===== src/rtl/trafik_geri_sayim.sv =====
// trafik_geri_sayim: per-phase seconds countdown with BCD export and a two-digit multiplexed 7-segment display
// Build option: define GERI_SAYIM_BLINK_EN to blank the display in the second half of each of the last BLINK_SEC seconds
module trafik_geri_sayim #(
  parameter int CLK_HZ    = 24_000_000,
  parameter int RED_SEC   = 10,
  parameter int BLUE_SEC  = 2,
  parameter int GREEN_SEC = 5,
  parameter int MUX_DIV   = 24_000,
  parameter int BLINK_SEC = 3
) (
  input  logic       sys_clk,
  input  logic       sys_rst_n,
  input  logic [2:0] phase_led,
  output logic [7:0] sec_bcd,
  output logic       sec_valid,
  output logic       phase_change,
  output logic [6:0] seg,
  output logic [1:0] dig_sel
);
  localparam int PW = (CLK_HZ > 1) ? $clog2(CLK_HZ) : 1;
  localparam int MW = (MUX_DIV > 1) ? $clog2(MUX_DIV) : 1;
  localparam logic [PW-1:0] PRE_MAX   = PW'(CLK_HZ - 1);
  localparam logic [PW-1:0] PRE_HALF  = PW'(CLK_HZ / 2);
  localparam logic [MW-1:0] MUX_MAX   = MW'(MUX_DIV - 1);
  localparam logic [6:0]    BLINK_LIM = 7'(BLINK_SEC);
  localparam logic [7:0]    RED_BCD   = 8'((RED_SEC / 10) * 16 + RED_SEC % 10);
  localparam logic [7:0]    BLUE_BCD  = 8'((BLUE_SEC / 10) * 16 + BLUE_SEC % 10);
  localparam logic [7:0]    GREEN_BCD = 8'((GREEN_SEC / 10) * 16 + GREEN_SEC % 10);
  localparam logic [1:0]    S_IDLE    = 2'd0;
  localparam logic [1:0]    S_COUNT   = 2'd1;
  localparam logic [1:0]    S_EXPIRED = 2'd2;
  localparam logic [6:0]    SEG_OFF   = 7'h7F;
`ifdef GERI_SAYIM_BLINK_EN
  localparam logic BLINK_ON = 1'b1;
`else
  localparam logic BLINK_ON = 1'b0;
`endif

  logic [2:0]    r_led_q;
  logic [1:0]    r_state;
  logic [7:0]    r_rem;
  logic [PW-1:0] r_pre;
  logic [MW-1:0] r_mux;
  logic [1:0]    r_dig_sel;
  logic [6:0]    r_seg;
  logic          r_phase_change;

  logic          w_valid_code;
  logic          w_load;
  logic          w_drop;
  logic          w_pre_wrap;
  logic          w_mux_wrap;
  logic          w_units_slot;
  logic          w_blink;
  logic [7:0]    w_load_bcd;
  logic [7:0]    w_rem_dec;
  logic [7:0]    w_rem_nxt;
  logic [1:0]    w_state_nxt;
  logic [1:0]    w_dig_nxt;
  logic [PW-1:0] w_pre_nxt;
  logic [6:0]    w_rem_bin;
  logic [6:0]    w_seg_nxt;
  logic [3:0]    w_digit;

  function automatic logic [6:0] f_seg(input logic [3:0] d);
    case (d)
      4'd0:    f_seg = 7'h40;
      4'd1:    f_seg = 7'h79;
      4'd2:    f_seg = 7'h24;
      4'd3:    f_seg = 7'h30;
      4'd4:    f_seg = 7'h19;
      4'd5:    f_seg = 7'h12;
      4'd6:    f_seg = 7'h02;
      4'd7:    f_seg = 7'h78;
      4'd8:    f_seg = 7'h00;
      4'd9:    f_seg = 7'h10;
      default: f_seg = SEG_OFF;
    endcase
  endfunction

  assign w_valid_code = (phase_led == 3'b110) || (phase_led == 3'b101) || (phase_led == 3'b011);
  assign w_load       = (phase_led != r_led_q) && w_valid_code;
  assign w_drop       = (phase_led != r_led_q) && !w_valid_code;
  assign w_load_bcd   = (phase_led == 3'b110) ? RED_BCD : (phase_led == 3'b101) ? BLUE_BCD : GREEN_BCD;
  assign w_pre_wrap   = (r_pre == PRE_MAX);
  assign w_rem_dec    = (r_rem[3:0] == 4'd0) ? {r_rem[7:4] - 4'd1, 4'd9} : {r_rem[7:4], r_rem[3:0] - 4'd1};

  // A load always wins over a same-cycle prescaler wrap, so a fresh phase never loses its first second
  always_comb begin
    w_state_nxt = r_state;
    w_rem_nxt   = r_rem;
    w_pre_nxt   = r_pre;
    if (w_load) begin
      w_state_nxt = S_COUNT;
      w_rem_nxt   = w_load_bcd;
      w_pre_nxt   = '0;
    end else if (w_drop) begin
      w_state_nxt = S_IDLE;
      w_rem_nxt   = 8'h00;
      w_pre_nxt   = '0;
    end else if (r_state == S_COUNT) begin
      w_pre_nxt = w_pre_wrap ? '0 : r_pre + 1'b1;
      if (w_pre_wrap) begin
        w_rem_nxt   = w_rem_dec;
        w_state_nxt = (w_rem_dec == 8'h00) ? S_EXPIRED : S_COUNT;
      end
    end
  end

  // The display is decoded from next-state values so seg never lags dig_sel or the count
  assign w_mux_wrap   = (r_mux == MUX_MAX);
  assign w_dig_nxt    = w_mux_wrap ? ~r_dig_sel : r_dig_sel;
  assign w_units_slot = !w_dig_nxt[0];
  assign w_digit      = w_units_slot ? w_rem_nxt[3:0] : w_rem_nxt[7:4];
  assign w_rem_bin    = {3'b000, w_rem_nxt[7:4]} * 7'd10 + {3'b000, w_rem_nxt[3:0]};
  assign w_blink      = BLINK_ON && (w_state_nxt == S_COUNT) && (w_rem_bin != 7'd0) &&
                        (w_rem_bin <= BLINK_LIM) && (w_pre_nxt >= PRE_HALF);
  assign w_seg_nxt    = ((w_state_nxt == S_IDLE) || w_blink || (!w_units_slot && w_rem_nxt[7:4] == 4'd0)) ?
                        SEG_OFF : f_seg(w_digit);

  always_ff @(posedge sys_clk or negedge sys_rst_n) begin
    if (!sys_rst_n) begin
      r_led_q        <= 3'b000;
      r_state        <= S_IDLE;
      r_rem          <= 8'h00;
      r_pre          <= '0;
      r_mux          <= '0;
      r_dig_sel      <= 2'b10;
      r_seg          <= SEG_OFF;
      r_phase_change <= 1'b0;
    end else begin
      r_led_q        <= phase_led;
      r_state        <= w_state_nxt;
      r_rem          <= w_rem_nxt;
      r_pre          <= w_pre_nxt;
      r_mux          <= w_mux_wrap ? '0 : r_mux + 1'b1;
      r_dig_sel      <= w_dig_nxt;
      r_seg          <= w_seg_nxt;
      r_phase_change <= w_load && !r_phase_change;
    end
  end

  assign sec_bcd      = r_rem;
  assign sec_valid    = (r_state != S_IDLE);
  assign phase_change = r_phase_change;
  assign seg          = r_seg;
  assign dig_sel      = r_dig_sel;
endmodule


===== config.mk =====
export PLATFORM = sky130hd
export DESIGN_NAME = trafik_geri_sayim
export DESIGN_NICKNAME = d
export VERILOG_FILES = /design/src/rtl/trafik_geri_sayim.sv
export SDC_FILE = /design/constraint.sdc
export NUM_CORES = 1
export LEC_CHECK = 0
export ABC_AREA = 0
export CAP_MARGIN = 20
export CORE_MARGIN = 8
export CORE_UTILIZATION = 55
export CTS_CLUSTER_SIZE = 24
export DETAILED_ROUTE_END_ITERATION = 16
export PLACE_DENSITY_LB_ADDON = 0.12
export SLEW_MARGIN = 20
export SYNTH_ARGS = -nofsm -noshare
export SYNTH_HDL_FRONTEND = slang
export SYNTH_SLANG_ARGS = --single-unit

===== constraint.sdc =====
create_clock -name sys_clk -period 7.9 [get_ports sys_clk]
set_input_delay 1.58 -clock sys_clk [delete_from_list [all_inputs] [get_ports sys_clk]]
set_output_delay 1.58 -clock sys_clk [all_outputs]
set_load 0.005 [all_outputs]

==> results of run 1 <==
## routing by layer
metal / GRT usage [%] / vias up / wire length, um
li1: - / 1356 / -
met4: 6.530 / 0 / 109
met5: 0 / - / 0
met2: 27.19 / 55 / 3281
met1: 23.50 / 1254 / 3489
met3: 3.822 / 10 / 372
## through the flow
stage | std cells | area, um^2 | hold WS (ns) | utilization [%] | power, W
after floorplan | 367 | 3541 | 0.4276 | - | 0.0003823
after global placement | 458 | 3827 | 0.4155 | 60.97 | 0.0004158
after detailed placement | 458 | 3827 | 0.4296 | 60.97 | 0.0004173
after CTS | 474 | 4033 | 0.4425 | 64.24 | 0.0007172
after global routing | 474 | 4033 | 0.4625 | 64.24 | 0.0007424
final | 474 | 4033 | 0.4349 | 64.24 | 0.0007094
## power by group
part           switching (W)  internal (W)
combinational      0.0000407     0.0000302
clock               0.000122      0.000177
sequential        0.00000515      0.000334
## Yosys cell counts, types with 7 or more instances
cell	instances
a21oi_1	8
and3_1	9
and4_1	7
dfrtp_1	55
dfstp_2	8
ha_1	8
inv_1	13
nand2_1	32
nand3_1	11
nand4_1	18
nor2_1	54
o21ai_0	10
xnor2_1	14
xor2_1	26
## critical path: cells and delay by family
family | cells | cell delay, ns
AO/OA/AOI/OAI | 4 | 0.75
XOR/XNOR | 1 | 0.19
adder cells (fa/ha/maj) | 1 | 0.24
buffers and inverters | 2 | 0.79
AND/OR/NAND/NOR | 3 | 0.90
## sequential cells by signal, summed over array words and instances, names as in the netlist
name / cells
phase_change: 1
dig_sel: 2
r_pre: 25
r_mux: 15
r_state: 2
seg: 7
sec_bcd: 8
r_led_q: 3
## worst paths after layout
kind                              startpoint           end  slack (ns)  cells after the start
max in group asynchronous          sys_rst_n     r_pre[17]        5.99                      2
min in group asynchronous          sys_rst_n     r_mux[13]        1.40                      2
worst max register to register      r_pre[0]        seg[4]        4.60                     11
worst max-delay path            phase_led[0]        seg[4]        3.72                     11
worst min register to register  phase_change  phase_change        0.43                      1
worst min-delay path            phase_change  phase_change        0.43                      1
## cells by family (layout without fill, tap and decap cells)
logic type	Yosys count	after routing	share of synthesized area (%)
adders and majority gates	8	8	2.827
buffers and inverters	24	54	2.791
xor gates and xnor gates	41	41	10.35
DFF	63	63	44.81
and+or+nand+nor	181	181	28.98
muxes	5	5	1.413
AOI/OAI and AO/OA	45	45	8.834
## cell usage in the layout (no fill, tap or decap), drive strengths merged, types with 3 or more instances in the layout
master	n
a21oi	8
a32oi	5
and2	6
and3	9
and4	9
clkbuf	12
clkdlybuf4s50	22
dfrtp	55
dfstp	8
ha	8
inv	14
mux2i	5
nand2	32
nand3	12
nand4	19
nand4b	3
nor2	55
nor2b	4
nor3	5
nor4	7
o211ai	4
o21ai	12
or3	4
xnor2	15
xor2	26
## area by class of cell
cell class                 count  area share (%)
tap                           77           2.389
timing repair buffer          24           5.771
clock buffer                  12           3.351
inverter                      14           1.303
sequential                    63           39.34
multi-input combinational    280           46.11
clock inverter                 4           1.738
==> reports/metrics.cfg, run 1 <==
[critical_path]
crit_required_ns=8.16
cp_data_arrival_time_ns=4.45
critPathSlowestCell=clkdlybuf4s50_1
cp_cell_sequence=clkdlybuf4s50_1, xnor2_1, and3_1, a21oi_1, a31oi_1, o2bb2ai_2, inv_1, ha_1, and4_4, or3_1, a32oi_1
max_stage_delay_ns=0.64
startpoint_type=input pin
cp-end-kind=flip-flop
cp_max_fo=12
path_class=in2reg

[global_routing]
antenna_found_initial=0
overflow=0
grt_use_total_pct=17.54
grt_pass1_wl_um=12660
grt_pass1_vias=2614
grt_max_degree=64

[layout]
final-seq-area_um2=1587
n_antenna_cell=0
post_route_cells_drive_above_1_share_pct=10.33
nets=405
multi_input_comb_area_um2=1859
area_growth_pct=13.89
fill_cells=543

[sta]
min_period_ns=4.183
slew_viol_final=0
layout_setup_ws_ns=3.717
relSlewSlack_pct=40.32
finalCritPeriodShare_pct=52.95
rsz0062_at_grt=no
fin_setup_tns_ns=0
worst_pin_slew_ns=0.8951
fmax_ghz=0.2390
setup-violations-final=0
skew_ns=0.007943
hold_viol_final=0

[routing]
post_drt_wl_per_cell_um=15.30
ant_nets=0
via_count=2675
drt_iter0_markers=116
wl_um=7253
dr.pass1.iters=4
viasPerCell=5.643
drc_errors=0

[cts]
cts_tree=done
ctsResizeCount=0
cts.clk_slew.worst_paths_ns=0.07
h-tree-depth=3
clockRootBuffer=clkbuf_8
clkLatencyLatePin_ns=0.34
clock_path_buffers=2
hold_buffers=0
clock_sinks=63
numCtsBuffers=9
post_cts_buffers=0

[synth]
netlist_top_cells_area=dfrtp_1 39%, xor2_1 6.4%, dfstp_2 5.9%
synthFlopType=dfrtp_1
synth_fp_nets=380
syn_area_um2=3541
synth_area_per_cell_um2=9.648
seq_area_frac_synth_pct=44.81
synth_seq_cells=63
yosys.area.top_type_share_pct=38.87
synthDistinctLibCells=63
yosysTopAreaCell=dfrtp_1
synth_edf_count=0
syn_inst=367
synth_warnings=0
async_flop_share_pct=100.0

[floorplanning]
die_x_um=96.24
fp-row-count=29
die-area_um2=9261
die_y_um=96.24
core_area_um2=6277
ioPinCount=24
initial_core_util_pct=56.41

[placed_design]
io_buffers=23
gp_congestion=0.7998
dp_hpwl_um=5217
pre_cts_slack_ns=3.382

[power]
leakagePower_nw=1.652
p_per_area_nw_per_um2=175.9
irDropWorstVdd_mv=0.1352

[status]
status=finished, final reports clean

[min_path]
hold_class=reg2reg

[run]
drv_cap=0

Power figures use the tool's default switching activity.
==> inputs of run 2 (changes only) <==
clock period = 3.85 ns   (was 7.9 ns; I/O delays follow)
==> reports/metrics.cfg, run 2 (synthesis gave the netlist of run 1 again) <==
[status]
status=finished, final reports clean

[sta]
skew_ns=0.009885
slew_viol_final=0
finalCritPeriodShare_pct=84.40
setup-violations-final=0
min_period_ns=3.249
relSlewSlack_pct=37.09
rsz0062_at_grt=no
worst_pin_slew_ns=0.9437
fmax_ghz=0.3078
hold_viol_final=0
fin_setup_tns_ns=0

[layout]
n_antenna_cell=0
final_core_util_pct=64.90
layout_commonest_cell=dfrtp_1
fin_cells=477
area_growth_pct=15.05
fill_cells=524
nets=408
layout_common_cells=55 x dfrtp_1, 54 x nor2_1, 32 x nand2_1
post_route_cells_drive_above_1_share_pct=11.25
largest_register_ffs=25
regMostFlops=r_pre

[cts]
clock_sinks=63
cts.clk_slew.worst_paths_ns=0.07
post_cts_buffers=0
hold_buffers=0
h-tree-depth=3
ctsResizeCount=0
numCtsBuffers=9
clkLatencyLatePin_ns=0.34
clock_path_buffers=2
clockRootBuffer=clkbuf_8
cts_tree=done

[critical_path]
cp-end-kind=flip-flop
worst-path-buf-inv=2
crit_required_ns=4.11
cp_data_arrival_time_ns=3.51
max_stage_delay_ns=0.58
crit_start=phase_led[0]
cp_max_fo=9
path_class=in2reg
startpoint_type=input pin
critPathSlowestCell=clkdlybuf4s50_1
path_delay_family=simple AND/OR/NAND/NOR gates
cp_cell_sequence=clkdlybuf4s50_1, xnor2_1, and3_1, a21oi_1, a31oi_1, o2bb2ai_2, inv_1, ha_1, and4_4, or3_1, a32oi_1
r2r_start=r_mux[0]

[routing]
viasPerCell=5.807
dr.pass1.iters=4
via_count=2770
drt_iter0_markers=162
wl_um=7628
ant_nets=0
post_drt_wl_per_cell_um=15.99
drc_errors=0

[placed_design]
dp_cells=461
io_buffers=23
dp_hpwl_um=5534
gp_congestion=0.8117

[global_routing]
grt_use_total_pct=17.86
antenna_found_initial=0
grt_pass1_vias=2657
grt_pass1_wl_um=12880
overflow=0
grt_max_degree=43

[power]
leakagePower_nw=1.676
p_per_area_nw_per_um2=367.3
irDropWorstVdd_mv=0.2505

[floorplanning]
ioPinCount=24
die_x_um=96.24
die_y_um=96.24
die-area_um2=9261
core_area_um2=6277
initial_core_util_pct=56.41
fp-row-count=29

[run]
drv_cap=0

[min_path]
hold_class=in2async

-- run 2: cell count changes in the layout (fill, tap and decap cells not counted) --
cell / previous run / this run
clkbuf_1: 3 / 2
clkbuf_8: 9 / 11
clkinv_2: 2 / 1
buf_4: 1 / 4
-- run 2: through the flow --
step                setup slack (ns)  cell area (um^2)  hold WS, ns  total power, W
global route                  0.3687              4074       0.4093        0.001558
detailed placement            0.2910              3850       0.4187       0.0008607
global placement              0.3929              3850       0.4109       0.0008565
finish                        0.6006              4074       0.3748        0.001496
floorplan                     0.9134              3541       0.4276       0.0007845
CTS                           0.6327              4074       0.3760        0.001510
-- run 2: per-layer routing --
| layer | track usage (%) | part of all wire, % | vias up |
|---|---|---|---|
| li1 | - | - | 1362 |
| met1 | 23.05 | 46 | 1343 |
| met2 | 28.43 | 47 | 52 |
| met3 | 3.666 | 4.7 | 13 |
| met4 | 7.554 | 1.9 | 0 |
| met5 | 0 | 0 | - |
-- run 2: cell type report --
type | count | area (um^2) | area share [%]
multi-input combinational | 280 | 1859 | 45.64
sequential | 63 | 1587 | 38.94
timing repair buffer | 27 | 255.2 | 6.265
clock buffer | 13 | 158.9 | 3.900
tap | 77 | 96.34 | 2.365
clock inverter | 3 | 65.06 | 1.597
inverter | 14 | 52.55 | 1.290
-- run 2: final timing paths --
kind / slack (ns) / cells past startpoint / endpoint
max: 0.60 / 11 / seg[4]
min: 0.37 / 1 / r_mux[11]
max reg2reg: 0.66 / 12 / seg[4]
min reg2reg: 0.43 / 1 / phase_change
max in group asynchronous: 2.57 / 2 / r_pre[19]
min in group sys_clk: 0.43 / 1 / phase_change
-- run 2: worst reg2reg max path, delay by kind of cell (launching register included) --
family / cells / cell delay, ns
AO/OA/AOI/OAI: 2 / 0.51
XOR/XNOR: 1 / 0.22
adder cells (fa/ha/maj): 2 / 0.49
buffers and inverters: 2 / 0.30
flip-flops: 1 / 0.39
AND/OR/NAND/NOR: 5 / 1.20
-- run 2: power by group --
group / total, W / internal (W) / switching [W]
registers: 0.000697 / 0.000686 / 0.0000109
clock network: 0.000648 / 0.000400 / 0.000249
logic: 0.000151 / 0.0000640 / 0.0000869
